**src/rtl/id_operand_stage.sv**
```systemverilog
// RV32I decode/operand stage: register read addressing, immediate generation,
// write-back bypass, load-use stall and a single registered ID/EX bundle.
module id_operand_stage #(
   parameter int unsigned WIDTH     = 32,
   parameter int unsigned ADD_WIDTH = 5
) (
   input  logic                 clk,
   input  logic                 rst_n,
   input  logic                 in_valid,
   output logic                 in_ready,
   input  logic [WIDTH-1:0]     in_instr,
   input  logic [WIDTH-1:0]     in_pc,
   output logic [ADD_WIDTH-1:0] rs1_addr,
   output logic [ADD_WIDTH-1:0] rs2_addr,
   input  logic [WIDTH-1:0]     rs1_data,
   input  logic [WIDTH-1:0]     rs2_data,
   input  logic                 wb_en,
   input  logic [ADD_WIDTH-1:0] wb_rd,
   input  logic [WIDTH-1:0]     wb_data,
   input  logic                 ex_load,
   input  logic [ADD_WIDTH-1:0] ex_rd,
   input  logic                 flush,
   output logic                 out_valid,
   input  logic                 out_ready,
   output logic [WIDTH-1:0]     out_pc,
   output logic [WIDTH-1:0]     out_instr,
   output logic [WIDTH-1:0]     out_op1,
   output logic [WIDTH-1:0]     out_op2,
   output logic [WIDTH-1:0]     out_imm,
   output logic [ADD_WIDTH-1:0] out_rd,
   output logic                 out_wen
);

   localparam logic [6:0] OP_REG    = 7'b0110011;
   localparam logic [6:0] OP_IMM    = 7'b0010011;
   localparam logic [6:0] OP_LOAD   = 7'b0000011;
   localparam logic [6:0] OP_STORE  = 7'b0100011;
   localparam logic [6:0] OP_BRANCH = 7'b1100011;
   localparam logic [6:0] OP_JALR   = 7'b1100111;
   localparam logic [6:0] OP_LUI    = 7'b0110111;
   localparam logic [6:0] OP_AUIPC  = 7'b0010111;
   localparam logic [6:0] OP_JAL    = 7'b1101111;

   logic [6:0]           w_opcode;
   logic [ADD_WIDTH-1:0] w_rd;
   logic                 w_rs1_used;
   logic                 w_rs2_used;
   logic [31:0]          w_imm32;
   logic [WIDTH-1:0]     w_imm;
   logic                 w_wen;
   logic [WIDTH-1:0]     w_op1;
   logic [WIDTH-1:0]     w_op2;
   logic                 w_hazard;
   logic                 w_can_load;

   logic                 r_valid;
   logic [WIDTH-1:0]     r_pc;
   logic [WIDTH-1:0]     r_instr;
   logic [WIDTH-1:0]     r_op1;
   logic [WIDTH-1:0]     r_op2;
   logic [WIDTH-1:0]     r_imm;
   logic [ADD_WIDTH-1:0] r_rd;
   logic                 r_wen;

   assign w_opcode = in_instr[6:0];
   assign rs1_addr = ADD_WIDTH'(in_instr[19:15]);
   assign rs2_addr = ADD_WIDTH'(in_instr[24:20]);
   assign w_rd     = ADD_WIDTH'(in_instr[11:7]);

   always_comb begin
      w_rs1_used = w_opcode inside {OP_REG, OP_IMM, OP_LOAD, OP_STORE, OP_BRANCH, OP_JALR};
      w_rs2_used = w_opcode inside {OP_REG, OP_STORE, OP_BRANCH};
      w_wen      = (w_rd != '0) &&
                   (w_opcode inside {OP_REG, OP_IMM, OP_LOAD, OP_LUI, OP_AUIPC, OP_JAL, OP_JALR});
   end

   always_comb begin
      w_imm32 = '0;
      case (w_opcode)
         OP_IMM, OP_LOAD, OP_JALR:
            w_imm32 = {{20{in_instr[31]}}, in_instr[31:20]};
         OP_STORE:
            w_imm32 = {{20{in_instr[31]}}, in_instr[31:25], in_instr[11:7]};
         OP_BRANCH:
            w_imm32 = {{19{in_instr[31]}}, in_instr[31], in_instr[7], in_instr[30:25],
                       in_instr[11:8], 1'b0};
         OP_LUI, OP_AUIPC:
            w_imm32 = {in_instr[31:12], 12'b0};
         OP_JAL:
            w_imm32 = {{11{in_instr[31]}}, in_instr[31], in_instr[19:12], in_instr[20],
                       in_instr[30:21], 1'b0};
         default:
            w_imm32 = '0;
      endcase
   end

   // Replicate bit 31 (WIDTH-31) times so the extension is legal at WIDTH=32.
   assign w_imm = {{(WIDTH - 31){w_imm32[31]}}, w_imm32[30:0]};

   always_comb begin
      w_op1 = rs1_data;
      w_op2 = rs2_data;
      if (wb_en && (wb_rd != '0) && (wb_rd == rs1_addr)) w_op1 = wb_data;
      if (wb_en && (wb_rd != '0) && (wb_rd == rs2_addr)) w_op2 = wb_data;
   end

   assign w_hazard   = in_valid && ex_load && (ex_rd != '0) &&
                       ((w_rs1_used && (ex_rd == rs1_addr)) ||
                        (w_rs2_used && (ex_rd == rs2_addr)));
   assign w_can_load = out_ready || !r_valid;
   assign in_ready   = flush || (w_can_load && !w_hazard);

   always_ff @(posedge clk or negedge rst_n) begin
      if (!rst_n) begin
         r_valid <= 1'b0;
         r_pc    <= '0;
         r_instr <= '0;
         r_op1   <= '0;
         r_op2   <= '0;
         r_imm   <= '0;
         r_rd    <= '0;
         r_wen   <= 1'b0;
      end else if (flush) begin
         r_valid <= 1'b0;
      end else if (w_can_load && w_hazard) begin
         r_valid <= 1'b0;
      end else if (w_can_load) begin
         r_valid <= in_valid;
         if (in_valid) begin
            r_pc    <= in_pc;
            r_instr <= in_instr;
            r_op1   <= w_op1;
            r_op2   <= w_op2;
            r_imm   <= w_imm;
            r_rd    <= w_rd;
            r_wen   <= w_wen;
         end
      end
   end

   assign out_valid = r_valid;
   assign out_pc    = r_pc;
   assign out_instr = r_instr;
   assign out_op1   = r_op1;
   assign out_op2   = r_op2;
   assign out_imm   = r_imm;
   assign out_rd    = r_rd;
   assign out_wen   = r_wen;

endmodule

```
**config.mk**
```make
export PLATFORM = sky130hd
export DESIGN_NAME = id_operand_stage
export DESIGN_NICKNAME = d
export VERILOG_FILES = /design/src/rtl/id_operand_stage.sv
export SDC_FILE = /design/constraint.sdc
export NUM_CORES = 1
export LEC_CHECK = 0
export CORE_ASPECT_RATIO = 1.25
export CORE_UTILIZATION = 39
export CTS_CLUSTER_SIZE = 16
export DETAILED_ROUTE_END_ITERATION = 10
export PLACE_DENSITY = 0.89
export SYNTH_ARGS = -nofsm -noshare
export SYNTH_HDL_FRONTEND = slang
export SYNTH_SLANG_ARGS = --single-unit
```
**constraint.sdc**
```tcl
create_clock -name clk -period 1.7 [get_ports clk]
set_input_delay 0.255 -clock clk [delete_from_list [all_inputs] [get_ports clk]]
set_output_delay 0.255 -clock clk [all_outputs]
set_load 0.05 [all_outputs]
```
* Word level (Yosys, flattened, before mapping)
Index checks and enable logic that the tools add are counted.
** Operators by class
- Equality and inequality tests :: 13
- Bitwise logic cells :: 2
- Muxes and demuxes :: 6
- Reductions and logical operators :: 26
** Operators by type and width (count)
- $pmux 32 s5 :: 1
- $mux 32 :: 2
- $eq 7x6->1 const B :: 3
- $eq 7x7->1 const B :: 3
- $eq 5x5->1 :: 4
- $reduce_bool 5->1 :: 3
- $eq 7x5->1 const B :: 2
- $logic_and 1x1->1 :: 11
- $eq 7x2->1 const B :: 1
- $reduce_bool 7->1 :: 1
- $reduce_bool 3->1 :: 2
- $reduce_bool 6->1 :: 1
- $reduce_and 4->1 :: 1
- $logic_or 1x1->1 :: 3
- $mux 1 :: 3
- $reduce_or 3->1 :: 1
- $logic_not 1->1 :: 2
- $not 1->1 :: 2
- $reduce_or 2->1 :: 1
** Storage, ports and cells
- Register bits after elaboration :: 167
- Word-level logic and storage cells :: 55

* Depth between registers and ports, before layout
- Depth in word-level cells :: 8
- Depth in mapped cells :: 8
- Mapped depth without buffers :: 5

* Worst setup path before layout
OpenSTA, ideal clock, no wires.
- Path kind :: input to output
- From :: input port ex_rd[1]
- To :: output port in_ready
- Setup slack :: -933 ps
- Arrival :: 2378 ps
- Buffers on the path :: 0
- Stages :: 5
- Required time :: 1445 ps
- Cells stage by stage :: or4_1 -> o211ai_1 -> or4_4 -> o21ai_1 -> o21ai_0
** Between the ends
- Cells in the longest elaborated chain, start to end :: 7
- Elaborated cells between the ends (all ways) :: 11
- Classes of those cells :: eq/ne: 2; reduce/logical: 9
** RTL lines
- start: declaration :: RTL line 21 : input logic [ADD_WIDTH-1:0] ex_rd,
- $eq 5x5->1, on equally long branches :: RTL line 108, 109
- $logic_and 1x1->1, on equally long branches :: RTL line 108, 109
- $logic_or 1x1->1 :: RTL line 108 : ((w_rs1_used && (ex_rd == rs1_addr)) ||
- $logic_and 1x1->1 * :: RTL line 107 : assign w_hazard = in_valid && ex_load && (ex_rd != '0) &&
- $logic_not 1->1 * :: RTL line 111 : assign in_ready = flush || (w_can_load && !w_hazard);
- $logic_and 1x1->1 * :: RTL line 111
- $logic_or 1x1->1 * :: RTL line 111
- end: declaration :: RTL line 10 : output logic in_ready,
Every way passes the cells marked *; elsewhere a longest branch is shown, timed or not.

* Worst setup path after layout
- From :: input port ex_rd[3]
- To :: output port in_ready
The elaborated chain is that of the path after synthesis.

==> impl_metrics.env <==
export IMPL_min_from="in_instr[3]"
export IMPL_crit_start="ex_rd[3]"
export IMPL_start_util=0.397
export IMPL_cp_cell_sequence="buf_8, or4_4, o211ai_1, or4_4, o21ai_4, o21ai_2, buf_6"
export IMPL_outcome="complete, but fails checks"
export IMPL_pwr_density_cell_nw_per_um2=1030
export IMPL_crit_cells=7
export IMPL_cpMostUsedCell="or4_4"
export IMPL_cts_root_buf="clkbuf_16"
export IMPL_setup_viol=156
export IMPL_wl_per_cell_um=22.4
export IMPL_rows=59
export IMPL_avgSynthCellArea_sq_um=14.2
export IMPL_maxSlewViolCount=0
export IMPL_yosys_most_used_dff="dfrtp_1"
export IMPL_leakage_nw=6.87
export IMPL_dr_first_iter_drc_count=257
export IMPL_worstSetupPathType="in -> out"
export IMPL_cp_top_family="simple AND/OR/NAND/NOR gates"
export IMPL_nets=1224
export IMPL_cts_sinks=162
export IMPL_die_x_um=132
export IMPL_crit_fanout=3
export IMPL_netlist_instances=582
export IMPL_die_h_um=165
export IMPL_clock_latency_ns=0.41
export IMPL_die_area_sq_um=21700
export IMPL_fillers=1374
export IMPL_synthesis_area_sq_um=8240
export IMPL_fin_crit_sh=1.19
export IMPL_cts_max_path_buffers=2
export IMPL_area_delta_synth_final_pct=70.4
export IMPL_tightestPinTransition_ns=0.644
export IMPL_async_flop_share=1.00
export IMPL_relSlewSlack=0.566
export IMPL_r2r_end="out_op2[19]"
export IMPL_hold_viol=0
export IMPL_place_gp_congestion=0.863
export IMPL_cp_endpoint="in_ready"
export IMPL_layout_min_cycle_time_ns=2.02
export IMPL_drt_pass1_iterations=4
export IMPL_postRouteAntennaNets=0
export IMPL_multiInputGateArea_sq_um=4010
export IMPL_cts_tree="done"
export IMPL_grt_first_pass_wirelength_mm=41.8
export IMPL_layout_drive_gt1_share=0.531
export IMPL_port_buffers=354
export IMPL_numCtsBuffers=17
export IMPL_layout_area_seq_sq_um=4050
export IMPL_r2r_start="out_valid"
export IMPL_grt_max_degree=44
export IMPL_io_pins=355
export IMPL_setup_worst_path_end_class="primary output"
export IMPL_cp_arrival_ns=1.76
export IMPL_drcViolationCount=0
export IMPL_yosysWarnings=0
export IMPL_h_tree_depth=4
export IMPL_antenna_cells=0
export IMPL_synth_seq_cells=162
export IMPL_vias=6743
export IMPL_antenna_found_initial=0
export IMPL_synth_nets=759
export IMPL_holdCritPathClass="in -> reg"
export IMPL_routed_wl_mm=29.9
export IMPL_grt_pass1_vias=7248
export IMPL_fin_util=0.677
export IMPL_post_drt_via_cell_ratio=5.05
export IMPL_synth_edf_count=0
export IMPL_hpwl_mm=19.4
export IMPL_startpoint_type="primary input"
export IMPL_max_freq_ghz=0.496
export IMPL_track_usage=0.255
export IMPL_clk_pin_slew_worst_paths_ns=0.07
export IMPL_rr_worst_depth=7
export IMPL_skew_ns=0.00671
export IMPL_rsz0062_at_grt="yes"
export IMPL_required_ns=1.44
export IMPL_hold_ws_ns=0.0808
export IMPL_ir_worst_vdd_mv=0.673
export IMPL_synth_cell_types=46
export IMPL_layout_setup_ws_ns=-0.318
export IMPL_maxCapViolations=0
export IMPL_failed_checks="setup timing"
export IMPL_rrSetupSlack_ns=-0.10
export IMPL_ys_seq_area_frac=0.492
export IMPL_slowest_stage="or4_4"
export IMPL_max_stage_delay_ns=0.53
export IMPL_crit_buf_inv=2
export IMPL_grt_overflow_total=0
export IMPL_core_sq_um=20700
[report_power, final]
part	switching (mW)	internal (mW)
sequential	0.402	4.43
combinational	3.30	2.41
clock	1.74	2.21
[area by class of cell]
class,count,area share
multi-input cells,354,0.286
flip-flops and latches,162,0.289
repair buffers,492,0.353
clock buffers,17,0.0303
inverters,20,0.00535
clock inverters,15,0.0122
well taps,274,0.0244
[per-stage QoR]
stage                     setup TNS [ns]  cells  cell area, sq um  power (mW)  setup slack [ns]
after CTS                         -27.10   1312             13500        14.3            -0.241
final                             -37.53   1334             14000        14.5            -0.318
after global placement           -157.63   1246             12300        10.0             -1.04
after global routing              -42.28   1334             14000        14.9            -0.362
after floorplan                   -48.39    582              8350        8.14            -0.338
after detailed placement         -159.95   1246             12300        10.1             -1.06
[cells in the final DEF (no fill, tap or decap), types with 4 or more instances in the layout]
cell type        count
a21oi_1             22
buf_8               10
xor2_1               4
buf_4              232
buf_16               7
clkbuf_2             7
mux2i_1             18
xnor2_1             11
xnor2_2              5
mux2_2              17
nor2_1               6
and2_1               4
buf_12              30
nand2_1              9
mux2_4             147
buf_6               30
dlygate4sd2_1        4
buf_2               10
a22o_1               5
o21ai_0             12
clkbuf_16           30
clkdlybuf4s50_1    145
inv_1               20
mux2_1              35
dfrtp_1            162
o211ai_1             8
nand4_1              6
and3_1               4
[synth_stat cells, drive strengths merged, types with 3 or more instances]
library cell  count  share of area
mux2            199           0.31
dfrtp           162           0.49
buf              40          0.054
a21oi            22          0.013
inv              20         0.0091
mux2i            19          0.023
o21ai            16         0.0097
xnor2            16          0.017
nand2             9         0.0041
nor2              9         0.0047
o211ai            9         0.0088
clkbuf            6         0.0029
nand4             6         0.0046
a22o              5         0.0053
nand3             5         0.0030
and2              4         0.0030
and3              4         0.0030
or4               4         0.0041
xor2              4         0.0043
nor2b             3         0.0023
[how the worst min path moves through the flow]
stage | end | slack, ns | cells past startpoint
floorplan | out_imm[0] | -0.04 | 0
global placement | out_op2[13] | 0.21 | 1
detailed placement | out_op2[13] | 0.21 | 1
CTS | out_instr[3] | 0.06 | 2
global route | out_instr[3] | 0.06 | 2
finish | out_instr[3] | 0.08 | 2
[logic make-up after synthesis]
kind of cell           synth area share
AND/OR/NAND/NOR                  0.0411
multiplexers                      0.336
XOR/XNOR                         0.0213
AO/OA/AOI/OAI                    0.0440
flip-flops                        0.492
buffers and inverters            0.0656
[routing by layer]
layer,global-route usage,routed length (um)
met1,0.275,11100
met2,0.480,16000
met3,0.0586,1790
met4,0.105,1050
met5,0,0
[state kept, by name (all words and copies together) (netlist names)]
signal and count:
out_wen 1, out_valid 1, out_op2 32, out_op1 32
out_instr 32, out_imm 32, out_pc 32
[worst reg2reg max path: stages, from the launching register on]
cell and delay [ns]:
dfrtp_1 0.39, nor2b_1 0.16, nor2_2 0.22, o211ai_4 0.12, buf_12 0.17, buf_12 0.16
clkbuf_16 0.18, mux2_4 0.30
[repair_timing]
| action | 4_1_cts | 5_1_grt |
|---|---|---|
| endpoints found under the setup margin | 163 | 159 |
| cloned | 8 | 13 |
| buffers inserted | 25 | 13 |
| hold endpoints to repair | 36 | 0 |
| hold buffers | 1 | 0 |
| gates resized for setup | 177 | 51 |
| pin swaps | 22 | 13 |
Note: power is estimated with default switching activity, not from simulation.
